**config.mk**
```make
export PLATFORM = sky130hd
export DESIGN_NAME = player_grid_engine
export DESIGN_NICKNAME = d
export VERILOG_FILES = /design/src/rtl/player_grid_engine.sv
export SDC_FILE = /design/constraint.sdc
export NUM_CORES = 1
export LEC_CHECK = 0
export ABC_AREA = 1
export CORE_ASPECT_RATIO = 0.7
export CORE_MARGIN = 5
export CORE_UTILIZATION = 55
export DETAILED_ROUTE_END_ITERATION = 8
export PLACE_DENSITY = 0.82
export SETUP_SLACK_MARGIN = 0.3
export SLEW_MARGIN = 15
export SYNTH_ARGS = -nofsm -noshare
export SYNTH_HDL_FRONTEND = slang
export SYNTH_SLANG_ARGS = --single-unit
```
**constraint.sdc**
```tcl
create_clock -name clk -period 3.9 [get_ports clk]
set_input_delay 0.585 -clock clk [delete_from_list [all_inputs] [get_ports clk]]
set_output_delay 0.585 -clock clk [all_outputs]
set_load 0.005 [all_outputs]
```
**src/rtl/player_grid_engine.sv**
```systemverilog
// player_grid_engine: command-driven location and wall register bank for
// NUM_PLAYERS players on a GRID_W x GRID_H board. Each command is latched,
// bounds/collision checked for one cycle, committed only if legal, and
// answered with a one-cycle status pulse.
// Optional feature: define GRID_WRAP_EN to make moves wrap toroidally.
//
// Handshake: a command is taken on any rising edge where cmd_valid and
// cmd_ready are both high; cmd_ready is high only in IDLE, so the requester
// holds the command until then. rsp_valid is a single-cycle pulse with no
// backpressure; rsp_status is valid exactly while rsp_valid is high.
module player_grid_engine #(
  parameter int NUM_PLAYERS = 2,
  parameter int COORD_W     = 4,
  parameter int GRID_W      = 8,
  parameter int GRID_H      = 8,
  parameter int PID_W       = 3
) (
  input  logic                           clk,
  input  logic                           clrn,
  input  logic                           cmd_valid,
  output logic                           cmd_ready,
  input  logic [PID_W-1:0]               cmd_player,
  input  logic [2:0]                     cmd_op,
  input  logic [COORD_W-1:0]             cmd_x,
  input  logic [COORD_W-1:0]             cmd_y,
  output logic                           rsp_valid,
  output logic [1:0]                     rsp_status,
  output logic [NUM_PLAYERS*COORD_W-1:0] loc_x,
  output logic [NUM_PLAYERS*COORD_W-1:0] loc_y,
  output logic [NUM_PLAYERS*COORD_W-1:0] wall_x,
  output logic [NUM_PLAYERS*COORD_W-1:0] wall_y,
  output logic [NUM_PLAYERS-1:0]         wall_vld,
  output logic [1:0]                     dbg_state
);

  typedef enum logic [1:0] {IDLE = 2'd0, CHECK = 2'd1, RESP = 2'd2} state_t;

  localparam int CW1 = COORD_W + 1;
  localparam logic [COORD_W:0] GW = CW1'(GRID_W);
  localparam logic [COORD_W:0] GH = CW1'(GRID_H);

  localparam logic [2:0] OP_UP    = 3'd0;
  localparam logic [2:0] OP_DOWN  = 3'd1;
  localparam logic [2:0] OP_LEFT  = 3'd2;
  localparam logic [2:0] OP_RIGHT = 3'd3;
  localparam logic [2:0] OP_SET   = 3'd4;
  localparam logic [2:0] OP_WALL  = 3'd5;

  localparam logic [1:0] ST_OK   = 2'd0;
  localparam logic [1:0] ST_OOB  = 2'd1;
  localparam logic [1:0] ST_COLL = 2'd2;
  localparam logic [1:0] ST_ILL  = 2'd3;

  state_t               state;
  logic [PID_W-1:0]     lat_player;
  logic [2:0]           lat_op;
  logic [COORD_W-1:0]   lat_x, lat_y;

  logic [COORD_W-1:0]   loc_x_r [NUM_PLAYERS];
  logic [COORD_W-1:0]   loc_y_r [NUM_PLAYERS];
  logic [COORD_W-1:0]   wall_x_r[NUM_PLAYERS];
  logic [COORD_W-1:0]   wall_y_r[NUM_PLAYERS];

  logic [COORD_W-1:0]   cur_x, cur_y;
  logic [COORD_W:0]     cx, cy, tx, ty;
  logic                 ill, oob, coll;
  logic [1:0]           chk_status;

  // Target cell and status for the latched command, against pre-command state.
  always_comb begin
    cur_x = '0;
    cur_y = '0;
    for (int i = 0; i < NUM_PLAYERS; i++) begin
      if (PID_W'(i) == lat_player) begin
        cur_x = loc_x_r[i];
        cur_y = loc_y_r[i];
      end
    end
    cx = {1'b0, cur_x};
    cy = {1'b0, cur_y};
    tx = cx;
    ty = cy;
    // One extra bit: a move below 0 shows up as a value >= the board size.
    case (lat_op)
`ifdef GRID_WRAP_EN
      OP_UP:    ty = (cy == '0) ? GH - CW1'(1) : cy - CW1'(1);
      OP_DOWN:  ty = (cy == GH - CW1'(1)) ? '0 : cy + CW1'(1);
      OP_LEFT:  tx = (cx == '0) ? GW - CW1'(1) : cx - CW1'(1);
      OP_RIGHT: tx = (cx == GW - CW1'(1)) ? '0 : cx + CW1'(1);
`else
      OP_UP:    ty = cy - CW1'(1);
      OP_DOWN:  ty = cy + CW1'(1);
      OP_LEFT:  tx = cx - CW1'(1);
      OP_RIGHT: tx = cx + CW1'(1);
`endif
      default: begin
        tx = {1'b0, lat_x};
        ty = {1'b0, lat_y};
      end
    endcase

    ill = (lat_op > OP_WALL) || (int'(lat_player) >= NUM_PLAYERS);
    oob = (tx >= GW) || (ty >= GH);

    coll = 1'b0;
    for (int i = 0; i < NUM_PLAYERS; i++) begin
      if (lat_op == OP_WALL) begin
        // Walls may not cover any player; re-placing onto own wall is fine.
        if (tx == {1'b0, loc_x_r[i]} && ty == {1'b0, loc_y_r[i]})
          coll = 1'b1;
        if (wall_vld[i] && (PID_W'(i) != lat_player) &&
            tx == {1'b0, wall_x_r[i]} && ty == {1'b0, wall_y_r[i]})
          coll = 1'b1;
      end else begin
        if ((PID_W'(i) != lat_player) &&
            tx == {1'b0, loc_x_r[i]} && ty == {1'b0, loc_y_r[i]})
          coll = 1'b1;
        if (wall_vld[i] &&
            tx == {1'b0, wall_x_r[i]} && ty == {1'b0, wall_y_r[i]})
          coll = 1'b1;
      end
    end

    if (ill)       chk_status = ST_ILL;
    else if (oob)  chk_status = ST_OOB;
    else if (coll) chk_status = ST_COLL;
    else           chk_status = ST_OK;
  end

  // Command FSM with registered handshake/response outputs and state commit.
  always_ff @(posedge clk or posedge clrn) begin
    if (clrn) begin
      state      <= IDLE;
      cmd_ready  <= 1'b1;
      rsp_valid  <= 1'b0;
      rsp_status <= ST_OK;
      lat_player <= '0;
      lat_op     <= '0;
      lat_x      <= '0;
      lat_y      <= '0;
      wall_vld   <= '0;
      for (int i = 0; i < NUM_PLAYERS; i++) begin
        loc_x_r[i]  <= '0;
        loc_y_r[i]  <= '0;
        wall_x_r[i] <= '0;
        wall_y_r[i] <= '0;
      end
    end else begin
      case (state)
        IDLE: begin
          if (cmd_valid && cmd_ready) begin
            lat_player <= cmd_player;
            lat_op     <= cmd_op;
            lat_x      <= cmd_x;
            lat_y      <= cmd_y;
            cmd_ready  <= 1'b0;
            state      <= CHECK;
          end
        end
        CHECK: begin
          rsp_status <= chk_status;
          rsp_valid  <= 1'b1;
          state      <= RESP;
          if (chk_status == ST_OK) begin
            for (int i = 0; i < NUM_PLAYERS; i++) begin
              if (PID_W'(i) == lat_player) begin
                if (lat_op == OP_WALL) begin
                  wall_x_r[i] <= tx[COORD_W-1:0];
                  wall_y_r[i] <= ty[COORD_W-1:0];
                  wall_vld[i] <= 1'b1;
                end else begin
                  loc_x_r[i] <= tx[COORD_W-1:0];
                  loc_y_r[i] <= ty[COORD_W-1:0];
                end
              end
            end
          end
        end
        RESP: begin
          rsp_valid <= 1'b0;
          cmd_ready <= 1'b1;
          state     <= IDLE;
        end
        default: begin
          rsp_valid <= 1'b0;
          cmd_ready <= 1'b1;
          state     <= IDLE;
        end
      endcase
    end
  end

  assign dbg_state = state;

  for (genvar g = 0; g < NUM_PLAYERS; g++) begin : g_pack
    assign loc_x [g*COORD_W +: COORD_W] = loc_x_r[g];
    assign loc_y [g*COORD_W +: COORD_W] = loc_y_r[g];
    assign wall_x[g*COORD_W +: COORD_W] = wall_x_r[g];
    assign wall_y[g*COORD_W +: COORD_W] = wall_y_r[g];
  end

endmodule

```
# ---- Word-level counts from Yosys, hierarchy flattened
# Index checks and enable logic that the tools add are counted.
dict set report word_totals {
  latch_bits 0
  romBits 0
  mem_bits_rw 0
  memories 0
  in_bits 17
  register_bits 54
}
dict set report classes {
  n_div 0
  multipliers 0
  muxes 24
  n_eq_ne 16
  bitwise 2
  order_cmp 4
  reduce_logical 32
  addsub 4
  shifts 0
}
# operator count
set op_table {}
lappend op_table {{$eq A5 B4 Y1} 8}
lappend op_table {{$pmux W5 S3} 2}
lappend op_table {{$logic_and A1 B1 Y1} 17}
lappend op_table {{$mux W4} 4}
lappend op_table {{$reduce_and A4 Y1} 4}
lappend op_table {{$mux W1} 11}
lappend op_table {{$add A4 B1 Y5 const B} 2}
lappend op_table {{$ge A5 B4 Y1 const B} 2}
lappend op_table {{$sub A4 B1 Y5 const B} 2}
lappend op_table {{$mux W2} 4}
lappend op_table {{$eq A3 B2 Y1 const B} 2}
lappend op_table {{$logic_not A3 Y1} 2}
lappend op_table {{$logic_not A2 Y1} 2}
lappend op_table {{$pmux W1 S2} 2}
lappend op_table {{$pmux W2 S2} 1}
lappend op_table {{$reduce_and A2 Y1} 2}
lappend op_table {{$reduce_or A2 Y1} 2}
lappend op_table {{$eq A1 B3 Y1 const A} 1}
lappend op_table {{$eq A3 B1 Y1 const B} 1}
lappend op_table {{$eq A3 B3 Y1 const B} 1}
lappend op_table {{$ge A3 B2 Y1 const B} 1}
lappend op_table {{$gt A3 B3 Y1 const B} 1}
lappend op_table {{$ne A1 B3 Y1 const A} 1}
lappend op_table {{$reduce_bool A3 Y1} 1}
lappend op_table {{4 further kinds} 6}

# ---- Logic depth before layout (Yosys ltp)
# Gate-level depths: netlist of the first run.
dict set report depth {
  ltp_word 19
  mapped_depth 24
  depth_no_buf 24
}

# ---- Worst setup path before layout of the first run
# No wires, ideal clock.
dict set report synth_path {
  path_kind {register to register}
  start {reg lat_player[2]}
  end {reg wall_x_r, in the netlist wall_x[0]}
  arrival_time_ns 2.682
  n_path_buf 2
  setup_ns 0.118
  path_slack_ns 1.100
  stages_incl_launch_ff 20
  path_cell_list {dfrtp_1 -> nor2_4 -> buf_6 -> nand3_1 -> nand2_1 -> inv_1 -> fa_1 -> inv_1 -> nand3_1 -> nand2_1 -> a21boi_0 -> o21ai_0 -> nand2_1 -> inv_1 -> nand3_2 -> nor3_4 -> buf_6 -> nand4_4 -> nand2_1 -> nand2_1}
}
dict set report synth_between {
  elab_chain_len 19
}
# item line_no
set synth_rtl {}
lappend synth_rtl {{start, declared} 55} ;# logic [PID_W-1:0] lat_player;
lappend synth_rtl {{start signal, assigned} 152} ;# lat_player <= cmd_player;
lappend synth_rtl {{$logic_not A3 Y1} {74, 166}}
lappend synth_rtl {{$mux W4 (2 in series)} 74} ;# if (PID_W'(i) == lat_player) begin
lappend synth_rtl {{$add A4 B1 Y5 or $sub A4 B1 Y5 (tied branches)} {94, 93}}
lappend synth_rtl {{$pmux W5 S3} 84} ;# case (lat_op)
lappend synth_rtl {{$eq A5 B4 Y1} {109, 116}}
lappend synth_rtl {{$logic_and A1 B1 Y1} 115} ;# if ((PID_W'(i) != lat_player) &&
lappend synth_rtl {{$logic_and A1 B1 Y1} 116} ;# tx == {1'b0, loc_x_r[i]} && ty == {1'b0, loc_y_r[i]})
lappend synth_rtl {{$mux W1} 115}
lappend synth_rtl {{[... 2 more ...]} --}
lappend synth_rtl {{$mux W1, on equally long branches} {115, 109}}
lappend synth_rtl {{$mux W1, on equally long branches} {118, 111}}
lappend synth_rtl {{$mux W1} 107} ;# if (lat_op == OP_WALL) begin
lappend synth_rtl {{$mux W2} 126} ;# else if (coll) chk_status = ST_COLL;
lappend synth_rtl {{$mux W2} 125} ;# else if (oob) chk_status = ST_OOB;
lappend synth_rtl {{$mux W2} 124} ;# if (ill) chk_status = ST_ILL;
lappend synth_rtl {{$logic_not A2 Y1} 164} ;# if (chk_status == ST_OK) begin
lappend synth_rtl {{$reduce_and A4 Y1 (no line)} --}
lappend synth_rtl {{end signal, assigned by index} 168} ;# wall_x_r[i] <= tx[COORD_W-1:0];
lappend synth_rtl {{end, declared} 61} ;# logic [COORD_W-1:0] wall_x_r[NUM_PLAYERS];
# Parallel ways exist; a longest one is shown, timed or not.
# A chain may end at the register's enable or synchronous reset.

# ---- Final worst setup path of the first run
dict set report layout_path {
  start {reg lat_player[2]}
  end {reg wall_x_r, in the netlist wall_x[4]}
}
dict set report layout_between {
  elab_chain_len 19
}
# item line_no
set layout_rtl {}
lappend layout_rtl {{$logic_not A3 Y1} 74}
lappend layout_rtl {{$mux W4 (2 in series)} 74}
lappend layout_rtl {{$add A4 B1 Y5 or $sub A4 B1 Y5 (tied branches)} {94, 93}}
lappend layout_rtl {{$pmux W5 S3} 84}
lappend layout_rtl {{$eq A5 B4 Y1} {109, 116}}
lappend layout_rtl {{$logic_and A1 B1 Y1} 115}
lappend layout_rtl {{$logic_and A1 B1 Y1} 116}
lappend layout_rtl {{$mux W1} 115}
lappend layout_rtl {{[... 2 more ...]} --}
lappend layout_rtl {{$mux W1, on equally long branches} {115, 109}}
lappend layout_rtl {{$mux W1, on equally long branches} {118, 111}}
lappend layout_rtl {{$mux W1} 107}
lappend layout_rtl {{$mux W2} 126}
lappend layout_rtl {{$mux W2} 125}
lappend layout_rtl {{$mux W2} 124}
lappend layout_rtl {{$logic_not A2 Y1} 164}
lappend layout_rtl {{$reduce_and A4 Y1 (no line)} --}
# Parallel ways exist; a longest one is shown, timed or not.

==> metrics, run 1 <==
result of the run=complete, no violations; filler cell count in the final layout=530; most frequent cells in the layout=sky130_fd_sc_hd__nand2_1 (172), sky130_fd_sc_hd__clkdlybuf4s50_1 (56), sky130_fd_sc_hd__inv_1 (55), sky130_fd_sc_hd__dfrtp_1 (52), sky130_fd_sc_hd__nor2_1 (39); Slew HR=0.458; 1st-iter DRT viols=250; final worst slack=547 ps; number of global-route vias before repair=3341; Ys Warns=0; crit-path max FO=9; placed wire-length estimate=7.44 mm; Root Buffer Master=sky130_fd_sc_hd__clkbuf_8; clock buffer count from CTS=5; number of buffers added on ports=56; accumulated negative setup slack=0 ps; Synth-to-Final Area Change=21.2%; Initial Util=0.578; layout cell share with drive strength beyond 1=0.151; number of nets in the synthesized netlist=517; I/O pins=57; clk_skew=13.3 ps; average vias per placed instance=5.44; P_leak=0.00230 uW; Arrival @ worst endpoint=3570 ps; main flop type after synthesis=sky130_fd_sc_hd__dfrtp_1; Vert. Die Dim=78.3 um; final estimated routing congestion in global placement=0.931; Async SR Flop Fraction=1.00; PnR Total Power=2950 uW; Congestion Overflow GR=0; overall die width=108 um; CP max-delay cell=sky130_fd_sc_hd__dfrtp_2; ant diodes=0; DRC violation count after routing=0; type of the setup path with the least slack=reg2reg; portion of the post-synthesis area used by sequential elements=0.369; die footprint=8410 um^2; Final Critical Period=3350 ps; clock transition time at the flip-flop clock pins of the worst setup and hold paths=110 ps; final max-slew violation count=0; setup repair after global routing missed its margin=true; most frequent standard cell in the layout excluding fill and tap cells=sky130_fd_sc_hd__nand2_1; largest buffer count on any clock path=2; number of setup violations in the final report=0; Hold/Removal Path Class=reg2reg; worst-skew pair later-pin latency=320 ps; final period utilization=0.860; Setup WS pre-CTS=193 ps; Routed Antenna Nets=0; cell family contributing the most delay on the critical path=simple AND/OR/NAND/NOR gates; Crit path required time=4120 ps; Syn Area/Cell=7.44 um^2; Final Hold Viols=0; antenna violations before repair=0; total iterations of the first detailed-routing run=5; via count=3525; wirelength, routed=9.94 mm; count of state elements after synthesis=54; core region area=6340 um^2; most repeated library cell on the critical path=sky130_fd_sc_hd__nand2_1; worst ir drop on vdd=337 uV; maximum operating frequency=0.298 GHz; post-synth design cell area=3660 um^2; type of element capturing the critical path=flop; number of flops mapped to enable cells by yosys=0; post-DR wirelength/cell=15.3 um; instance count of the mapped netlist=492; Std-Cell Rows=24; actual slew at the worst max-slew pin=812 ps; cells along the critical path=nor2_4 > buf_4 > nand3_2 > nand2_1 > inv_1 > fa_1 > inv_1 > nand3_1 > nand2_1 > a21boi_0 > o21ai_0 > nand2_2 > inv_4 > nand3_2 > nor3_4 > buf_4 > buf_6 > nand4_4 > nand2_1 > nand2_1; Final #Nets=581; buffer and inverter count on the worst path=6; first-pass GRT wire length=16.4 mm; Pwr Density=666 nW/um^2; # H-tree levels=2; number of max-cap violations=0; startpoint class of the critical path=flop; number of distinct standard cells referenced by the synthesized netlist=36; largest net degree at the start of global routing=39; Slowest Stage Delay on Critical Path=460 ps; Tot GR Track Use=0.243; TritonCTS clock tree=yes; number of clock sinks=54
worst min-delay path: cells and delay by family (launching register included):
family        cells  cell delay [ps]
simple gates      2              110
flops             1              350
path summary, 6_finish.rpt:
path	from	endpoint	slack (ps)	depth (start not counted)
setup / recovery	lat_player[2]	wall_x[4]	550	20
hold / removal	lat_y[3]	lat_y[3]	490	2
setup reg to reg	lat_player[2]	wall_x[4]	550	20
hold reg to reg	lat_y[3]	lat_y[3]	490	2
max in group asynchronous	clrn	lat_op[0]	2410	3
min in group asynchronous	clrn	rsp_valid	730	2
layer usage:
metal | up-vias | global-route usage | part of all wire
li1 | 1692 | - | -
met1 | 1605 | 0.351 | 0.44
met2 | 202 | 0.365 | 0.42
met3 | 26 | 0.0607 | 0.11
met4 | 0 | 0.0643 | 0.019
met5 | - | 0 | 0
logic make-up (layout without fill, tap and decap cells):
kind of cell,Yosys count,after routing,synth area share
fa+ha+maj,8,8,0.0314
flops,54,54,0.369
xor+xnor,7,7,0.0167
compound gates,23,24,0.0379
buf+inv,79,143,0.0981
simple gates,321,321,0.446
registers in the layout (all words and copies together) (netlist names):
register,count
loc_x,8
loc_y,8
wall_x,8
wall_y,8
lat_x,4
lat_y,4
lat_op,3
lat_player,3
dbg_state,2
rsp_status,2
wall_vld,2
cmd_ready,1
rsp_valid,1
synthesized netlist by cell type (3+ instances only):
master / instances / share of area
sky130_fd_sc_hd__a21oi_1: 8 / 0.011
sky130_fd_sc_hd__buf_6: 7 / 0.022
sky130_fd_sc_hd__dfrtp_1: 53 / 0.36
sky130_fd_sc_hd__ha_1: 6 / 0.021
sky130_fd_sc_hd__inv_1: 57 / 0.058
sky130_fd_sc_hd__inv_2: 9 / 0.0092
sky130_fd_sc_hd__inv_4: 4 / 0.0068
sky130_fd_sc_hd__nand2_1: 173 / 0.18
sky130_fd_sc_hd__nand2_2: 12 / 0.021
sky130_fd_sc_hd__nand2_4: 5 / 0.015
sky130_fd_sc_hd__nand3_1: 27 / 0.037
sky130_fd_sc_hd__nand3_2: 10 / 0.027
sky130_fd_sc_hd__nand3b_1: 5 / 0.010
sky130_fd_sc_hd__nand4_1: 29 / 0.050
sky130_fd_sc_hd__nand4_4: 3 / 0.017
sky130_fd_sc_hd__nor2_1: 39 / 0.040
sky130_fd_sc_hd__nor2_2: 3 / 0.0051
sky130_fd_sc_hd__nor2_4: 5 / 0.015
sky130_fd_sc_hd__o21ai_0: 8 / 0.011
sky130_fd_sc_hd__xnor2_1: 3 / 0.0072
sky130_fd_sc_hd__xor2_1: 4 / 0.0096
where the power goes:
group | switching (uW) | total [uW] | internal, uW | leakage [uW]
clock | 194 | 322 | 127 | 0.0000452
combinational | 1140 | 1760 | 627 | 0.00154
sequential | 168 | 870 | 703 | 0.000715
total | 1500 | 2950 | 1460 | 0.00230
final cells by class:
type	instances	area (um^2)	area share
repair buffers	65	636	0.143
clock buffers	6	72.6	0.0164
well taps	91	114	0.0257
inverters	70	275	0.0620
clock inverters	2	13.8	0.00310
multi-input cells	360	1970	0.445
flip-flops and latches	54	1350	0.305
metrics by stage:
stage                     cell area [um^2]  hold WS [ps]   util  std cells
after floorplan                       3660           441      -        492
after global placement                4270           463  0.674        633
after detailed placement              4270           468  0.674        633
after CTS                             4400           496  0.694        646
after global routing                  4440           509  0.700        648
final                                 4440           490  0.700        648
repair_timing:
item | 4_1_cts | 5_1_grt
hold buffers | 0 | 0
hold endpoints to repair | 0 | 0
endpoints found under the setup margin | 18 | 34
setup buffers | 5 | 1
gates resized for setup | 0 | 8
pin swaps | 2 | 2
cloned | 0 | 1
(Power assumes the default switching activity.)
==> run 2, diff against run 1 <==
Settings changed: SLEW_MARGIN 15 to not set.
==> results of run 2 <==
The final DEF is identical to that of run 1; final timing and power are the same.
